File: config.mk
export PLATFORM = sky130hd
export DESIGN_NAME = bcd_stopwatch_cnt
export DESIGN_NICKNAME = d
export VERILOG_FILES = /design/src/rtl/bcd_stopwatch_cnt.sv
export SDC_FILE = /design/constraint.sdc
export NUM_CORES = 1
export LEC_CHECK = 0
export ABC_CLOCK_PERIOD_IN_PS = 1900
export BUFFER_PORTS_ARGS = -buffer_cell sky130_fd_sc_hd__buf_2
export CAP_MARGIN = 20
export CORE_MARGIN = 2
export CORE_UTILIZATION = 50
export DETAILED_ROUTE_END_ITERATION = 10
export PLACE_DENSITY = 0.85
export SLEW_MARGIN = 40
export SYNTH_ARGS = -nofsm -noshare
export SYNTH_HDL_FRONTEND = slang
export SYNTH_SLANG_ARGS = --single-unit
File: constraint.sdc
create_clock -name clk -period 1.9 [get_ports clk]
set_input_delay 0.285 -clock clk [delete_from_list [all_inputs] [get_ports clk]]
set_output_delay 0.285 -clock clk [all_outputs]
set_load 0.005 [all_outputs]
File: src/rtl/bcd_stopwatch_cnt.sv
// BCD stopwatch: prescaled tick drives a ripple chain of BCD digit incrementers,
// with a ZERO/RUN/PAUSE control FSM, a lap snapshot register and a sticky overflow flag.
module bcd_stopwatch_cnt #(
  parameter int NUM_DIGITS = 4,
  parameter int PRESCALE   = 50000
) (
  input  logic                    clk,
  input  logic                    rst_n,
  input  logic                    start_stop,
  input  logic                    clr,
  input  logic                    lap,
  output logic [4*NUM_DIGITS-1:0] digits,
  output logic [4*NUM_DIGITS-1:0] lap_digits,
  output logic                    running,
  output logic                    ovf
);

  localparam int PW = (PRESCALE > 2) ? $clog2(PRESCALE) : 1;
  localparam logic [PW-1:0] PRESC_LAST = PW'(PRESCALE - 1);

  typedef enum logic [1:0] {
    ZERO  = 2'd0,
    RUN   = 2'd1,
    PAUSE = 2'd2
  } state_t;

  state_t                  state;
  state_t                  next_state;
  logic [PW-1:0]           presc;
  logic                    tick;
  logic [NUM_DIGITS:0]     carry;
  logic [4*NUM_DIGITS-1:0] digits_inc;

  assign carry[0] = 1'b1;

  // Ripple chain: a digit wraps to 0 and carries out only when it is 9 and carried into.
  for (genvar i = 0; i < NUM_DIGITS; i++) begin : g_digit
    logic [3:0] d;
    assign d              = digits[4*i +: 4];
    assign carry[i+1]     = (d == 4'd9) && carry[i];
    assign digits_inc[4*i +: 4] = carry[i+1] ? 4'd0 : (d + {3'b000, carry[i]});
  end

  always_comb begin
    tick       = (state == RUN) && (presc == PRESC_LAST);
    next_state = state;
    if (start_stop) begin
      case (state)
        ZERO:    next_state = RUN;
        RUN:     next_state = PAUSE;
        PAUSE:   next_state = RUN;
        default: next_state = ZERO;
      endcase
    end else begin
      next_state = state;
    end
  end

  // clr outranks every other control; lap samples the count as it stood before this edge.
  always_ff @(posedge clk) begin
    if (!rst_n) begin
      state      <= ZERO;
      presc      <= '0;
      digits     <= '0;
      lap_digits <= '0;
      running    <= 1'b0;
      ovf        <= 1'b0;
    end else if (clr) begin
      state      <= ZERO;
      presc      <= '0;
      digits     <= '0;
      lap_digits <= '0;
      running    <= 1'b0;
      ovf        <= 1'b0;
    end else begin
      state   <= next_state;
      running <= (next_state == RUN);
      if (lap) begin
        lap_digits <= digits;
      end
      if (state == RUN) begin
        presc <= tick ? '0 : presc + 1'b1;
      end else if (state == ZERO) begin
        presc <= '0;
      end
      if (tick) begin
        digits <= digits_inc;
        if (carry[NUM_DIGITS]) begin
          ovf <= 1'b1;
        end
      end
    end
  end

endmodule

Word-level counts from Yosys, hierarchy flattened
Cells that the tools add are included.
{"block": "word_totals", "regBits": 52, "in_bits": 5, "output_inout_bits": 34, "elab_cells": 38}
{"block": "classes", "n_addsub": 5, "eq_ne": 8, "n_mux": 9, "bitwise_logic": 1, "reduce_logical": 9}
{"operator": "16-bit 2-to-1 mux", "count": 3}
{"operator": "16-bit by 1-bit adder with 16-bit output (second input constant)", "count": 1}
{"operator": "16-bit == test (second input constant)", "count": 1}
{"operator": "4-bit == test (second input constant)", "count": 4}
{"operator": "4-bit 2-to-1 mux", "count": 4}
{"operator": "4-bit by 1-bit adder with 4-bit output", "count": 3}
{"operator": "4-bit by 1-bit adder with 4-bit output (second input constant)", "count": 1}
{"operator": "2-bit by 1-bit == test with 1-bit output (second input constant)", "count": 2}
{"operator": "1-bit logical AND", "count": 4}
{"operator": "2-bit case mux with 2 select lines", "count": 1}
{"operator": "2-bit OR reduction", "count": 2}
{"operator": "2-bit == test (second input constant)", "count": 1}
{"operator": "2-bit zero test", "count": 1}
{"operator": "2-bit 2-to-1 mux", "count": 1}
{"operator": "2-bit AND reduction", "count": 1}
{"operator": "2-bit nonzero test", "count": 1}
{"operator": "1-bit inverter", "count": 1}

Longest topological paths before layout
{"block": "logic_depth", "ltp_word": 5, "depth_mapped": 8, "depth_no_buf": 8}

Least setup slack after synthesis
Ideal clock, no wire load.
{"block": "synth_timing", "kind": "register to register", "startpoint": "reg digits[3]", "endpoint": "reg digits[15]", "setup_time_ns": 0.074, "t_arrival_ns": 2.037, "t_required_ns": 1.826, "path_slack_ns": -0.212, "path_stages_with_launch": 8, "path_buffers": 0, "synth_period_minus_slack_ns": 2.112, "path_cell_list": "dfxtp_1 -> nor4bb_1 -> nand3_1 -> inv_1 -> ha_1 -> nand3_1 -> or4_1 -> a31oi_1"}
{"block": "synth_between", "elab_chain_cells": 5, "word_cells_on_any_way": 6, "cone_classes": "1 x add/sub; 1 x eq/ne; 1 x mux; 3 x reduce/logical"}
{"item": "start, declared", "line": "12", "source": "output logic [4*NUM_DIGITS-1:0] digits,"}
{"item": "start signal, assigned", "line": "87", "source": "digits <= digits_inc;"}
{"item": "4-bit == test *", "line": "40", "source": "assign carry[i+1] = (d == 4'd9) && carry[i];"}
{"item": "1-bit logical AND * (2 in series)", "line": "40"}
{"item": "4-bit by 1-bit adder with 4-bit output / 1-bit logical AND (equally long branches)", "line": "41, 40"}
{"item": "4-bit 2-to-1 mux *", "line": "41", "source": "assign digits_inc[4*i +: 4] = carry[i+1] ? 4'd0 : (d + {3'b000, carry[i]});"}
Mark *: on every way between the ends. The rest lies on a longest branch, timed or not.
A chain may end at the register's enable or synchronous reset.

Final worst setup path
{"block": "layout_timing", "startpoint": "reg digits[1]", "endpoint": "reg digits[7]"}
{"block": "layout_between", "elab_chain_cells": 3, "word_cells_on_any_way": 4, "cone_classes": "1 x add/sub; 1 x eq/ne; 1 x mux; 1 x reduce/logical"}
{"item": "4-bit == test *", "line": "40"}
{"item": "4-bit by 1-bit adder with 4-bit output / 1-bit logical AND (equally long branches)", "line": "41, 40"}
{"item": "4-bit 2-to-1 mux *", "line": "41"}
Marks and branches as above.

==> PnR_summary.wiki <==
{| class="wikitable"
! Metric !! Value
|-
| Met2 Resource Use GR || 0.385
|-
| Global-route wire length before repair || 9.84 mm
|-
| HPWL reported at the end of detailed placement || 4.34 mm
|-
| Pin count of the biggest net entering global routing || 37
|-
| Final weighted congestion in routability-driven placement || 0.898
|-
| Total GRT Usage || 0.229
|-
| Max-capacitance violation count || 0
|-
| Max Fanout on Critical Path || 3
|-
| Number of setup violations in the final report || 2
|-
| Core outline area || 4750 µm²
|-
| Total vias in the final route || 2524
|-
| Global routing usage on met3 || 0.0583
|-
| TritonCTS clock tree || built
|-
| Min Tclk post-route || 1.94 ns
|-
| Sequential share of the synthesized area || 0.421
|-
| Most used DFF post-synth || sky130_fd_sc_hd__dfxtp_1
|-
| Initial detailed-routing violation count || 192
|-
| Depth of the worst hold-timing path || 3
|-
| Clock buffers created by TritonCTS || 5
|-
| Nets || 362
|-
| CTS root buf || sky130_fd_sc_hd__clkbuf_8
|-
| Per-instance average area after synthesis || 8.85 µm²
|-
| Number of antenna violations at the first check in global routing || 0
|-
| Floorplan die width || 74.3 µm
|-
| Share of the synthesized area in the top cell type || 0.421
|-
| Post-Synthesis Cell Area || 2470 µm²
|-
| Residual overflow from global routing || 0
|-
| Count of filler cells inserted in the layout || 365
|-
| Post-route ant nets || 0
|-
| Layout cells sized above 1 || 0.328
|-
| Transition time at the pin with the least slew margin || 0.552 ns
|-
| Ranking of synthesized cells by instance count || sky130_fd_sc_hd__dfxtp_1, sky130_fd_sc_hd__nor2_1, sky130_fd_sc_hd__nand2_1
|-
| Routed len/inst || 16.0 µm
|-
| Number of H-tree levels || 2
|-
| Maximum root-to-sink buffer count || 2
|-
| Synthesized instance count || 279
|-
| Count of inserted antenna diode cells || 0
|-
| Synth cell types || 46
|-
| Result of the run || complete, but fails checks
|-
| Most Crowded Layer GR || met2
|-
| Clock Sinks || 52
|-
| Total of flip-flops plus latches after synthesis || 52
|-
| Top cell type by total area after synthesis || sky130_fd_sc_hd__dfxtp_1
|-
| Number of ports placed on the die boundary || 39
|-
| Total of buffers placed on input and output ports || 38
|-
| Worst Skew || 0.00466 ns
|-
| Height of the die || 74.3 µm
|-
| Violations in the final reports || negative setup slack
|-
| Count of flip-flops with a built-in enable after synthesis || 0
|-
| Insertion delay of the later-clocked pin in the worst-skew pair || 0.31 ns
|-
| Worst setup margin || -0.0351 ns
|-
| Category of the most critical setup path || flop to flop
|-
| Die Footprint || 5520 µm²
|-
| Worst Reg2Reg Path Length in Cells || 7
|-
| Met1 Resource Use GR || 0.270
|-
| Final hold violation count || 0
|-
| Setup repair after global routing missed its margin || true
|-
| Synth top area cells || sky130_fd_sc_hd__dfxtp_1, sky130_fd_sc_hd__mux2i_1, sky130_fd_sc_hd__nor2_1
|-
| Data arrival time of the worst path || 2.16 ns
|-
| CP endpoint kind || flop
|-
| Async S/R FF share, synth || 0
|-
| Post-Synthesis Net Count || 291
|-
| Row Count || 25
|-
| Worst ir drop on vdd || 0.000324 V
|-
| Power Density || 601 nW/µm²
|-
| Fin. max-slew vios || 0
|-
| Final period util || 1.02
|-
| Synthesis warning total || 0
|-
| Register clock-pin slew on the reported worst setup and hold paths || 0.09 ns
|-
| Critical Path Start Type || flop
|-
| Leakage component of the power || 1.38 nW
|-
| Required @ worst endpoint || 2.13 ns
|-
| Worst-case headroom to the max-slew limit || 0.632
|-
| Layout overhead on the synthesized area || 31.6%
|-
| DR pass1 iterations || 4
|-
| Final Power || 1.95 mW
|-
| Upper clock frequency limit || 517 MHz
|-
| Cell with the most instances after synthesis || sky130_fd_sc_hd__dfxtp_1
|-
| Vias in the first global route || 2244
|-
| Residual DRC count || 0
|-
| Hold/Removal Path Class || input pin to flop
|-
| DR vias/cell || 6.04
|-
| Final wirelength || 6.70 mm
|-
| Fraction of the core area covered by cells at the end of the flow || 0.684
|-
| Starting density of the core || 0.519
|}
worst max-delay path: stages, from the launching register on:
cell	delay (ns)
sky130_fd_sc_hd__dfxtp_2	0.35
sky130_fd_sc_hd__nor4bb_4	0.40
sky130_fd_sc_hd__buf_4	0.19
sky130_fd_sc_hd__buf_4	0.10
sky130_fd_sc_hd__ha_2	0.20
sky130_fd_sc_hd__nand3_2	0.11
sky130_fd_sc_hd__o31a_1	0.27
sky130_fd_sc_hd__a311oi_1	0.23
registers in the layout, indices dropped and copies added (netlist names):
name	flops
presc	16
digits	16
lap_digits	16
running	1
ovf	1
state	2
path summary, 6_finish.rpt:
check	endpoint	slack, ns	startpoint
worst max-delay path	digits[7]	-0.04	digits[1]
worst min-delay path	state[1]	0.26	start_stop
worst min register to register	presc[15]	0.49	presc[15]
worst max register to register	digits[7]	-0.04	digits[1]
cells by family (layout without fill, tap and decap cells):
kind of cell	after synthesis	count (layout)	share of synthesized area
compound gates	64	64	0.169
buf+inv	24	96	0.0395
fa+ha+maj	7	7	0.0355
flops	52	52	0.421
xor+xnor	3	3	0.0106
mux	17	17	0.0689
simple gates	112	112	0.255
timing repair:
action / 4_1_cts / 5_1_grt
buffers inserted: 0 / 8
hold buffers: 0 / 0
setup endpoints to repair: 5 / 11
gates cloned: 0 / 0
resized for setup: 1 / 27
pin swaps: 1 / 12
metrics by stage:
step | setup TNS (ns) | worst slack [ns] | area, µm² | hold slack (ns) | cells
floorplan | 0 | 0.0158 | 2510 | 0.426 | 279
global placement | 0 | 0.0834 | 2980 | 0.456 | 402
detailed placement | 0 | 0.0147 | 2980 | 0.476 | 402
CTS | 0 | 0.00388 | 3090 | 0.255 | 410
global route | -0.326 | -0.109 | 3250 | 0.275 | 418
finish | -0.0564 | -0.0351 | 3250 | 0.263 | 418
layer usage:
layer / up-vias / share of wire
met3: 23 / 0.056
li1: 1196 / -
met5: - / 0
met4: 0 / 0.032
met1: 1190 / 0.42
met2: 115 / 0.49
where the power goes:
| part | switching, mW | total [mW] | internal (mW) |
|---|---|---|---|
| clock | 0.385 | 0.784 | 0.399 |
| sequential | 0.00260 | 1.09 | 1.09 |
| combinational | 0.0502 | 0.0764 | 0.0262 |
cell type report:
type | instances | area, µm² | share of cell area
well taps | 67 | 83.8 | 0.0258
inverters | 6 | 25.0 | 0.00770
repair buffers | 82 | 520 | 0.160
multi-input cells | 203 | 1460 | 0.450
clock buffers | 6 | 72.6 | 0.0223
clock inverters | 2 | 38.8 | 0.0119
flip-flops and latches | 52 | 1050 | 0.322
placed cells by master, fill, tap and decap left out, types with 8 or more instances in the layout:
| cell | netlist | final |
|---|---|---|
| sky130_fd_sc_hd__nand4_1 | 13 | 13 |
| sky130_fd_sc_hd__o21ai_0 | 14 | 14 |
| sky130_fd_sc_hd__mux2i_1 | 17 | 17 |
| sky130_fd_sc_hd__nor2_1 | 27 | 26 |
| sky130_fd_sc_hd__a31oi_1 | 16 | 16 |
| sky130_fd_sc_hd__buf_4 | 0 | 44 |
| sky130_fd_sc_hd__buf_2 | 6 | 38 |
| sky130_fd_sc_hd__dfxtp_1 | 52 | 47 |
| sky130_fd_sc_hd__a21oi_1 | 12 | 12 |
| sky130_fd_sc_hd__nand3_1 | 12 | 8 |
| sky130_fd_sc_hd__nand2_1 | 18 | 17 |
(Power assumes the default switching activity.)
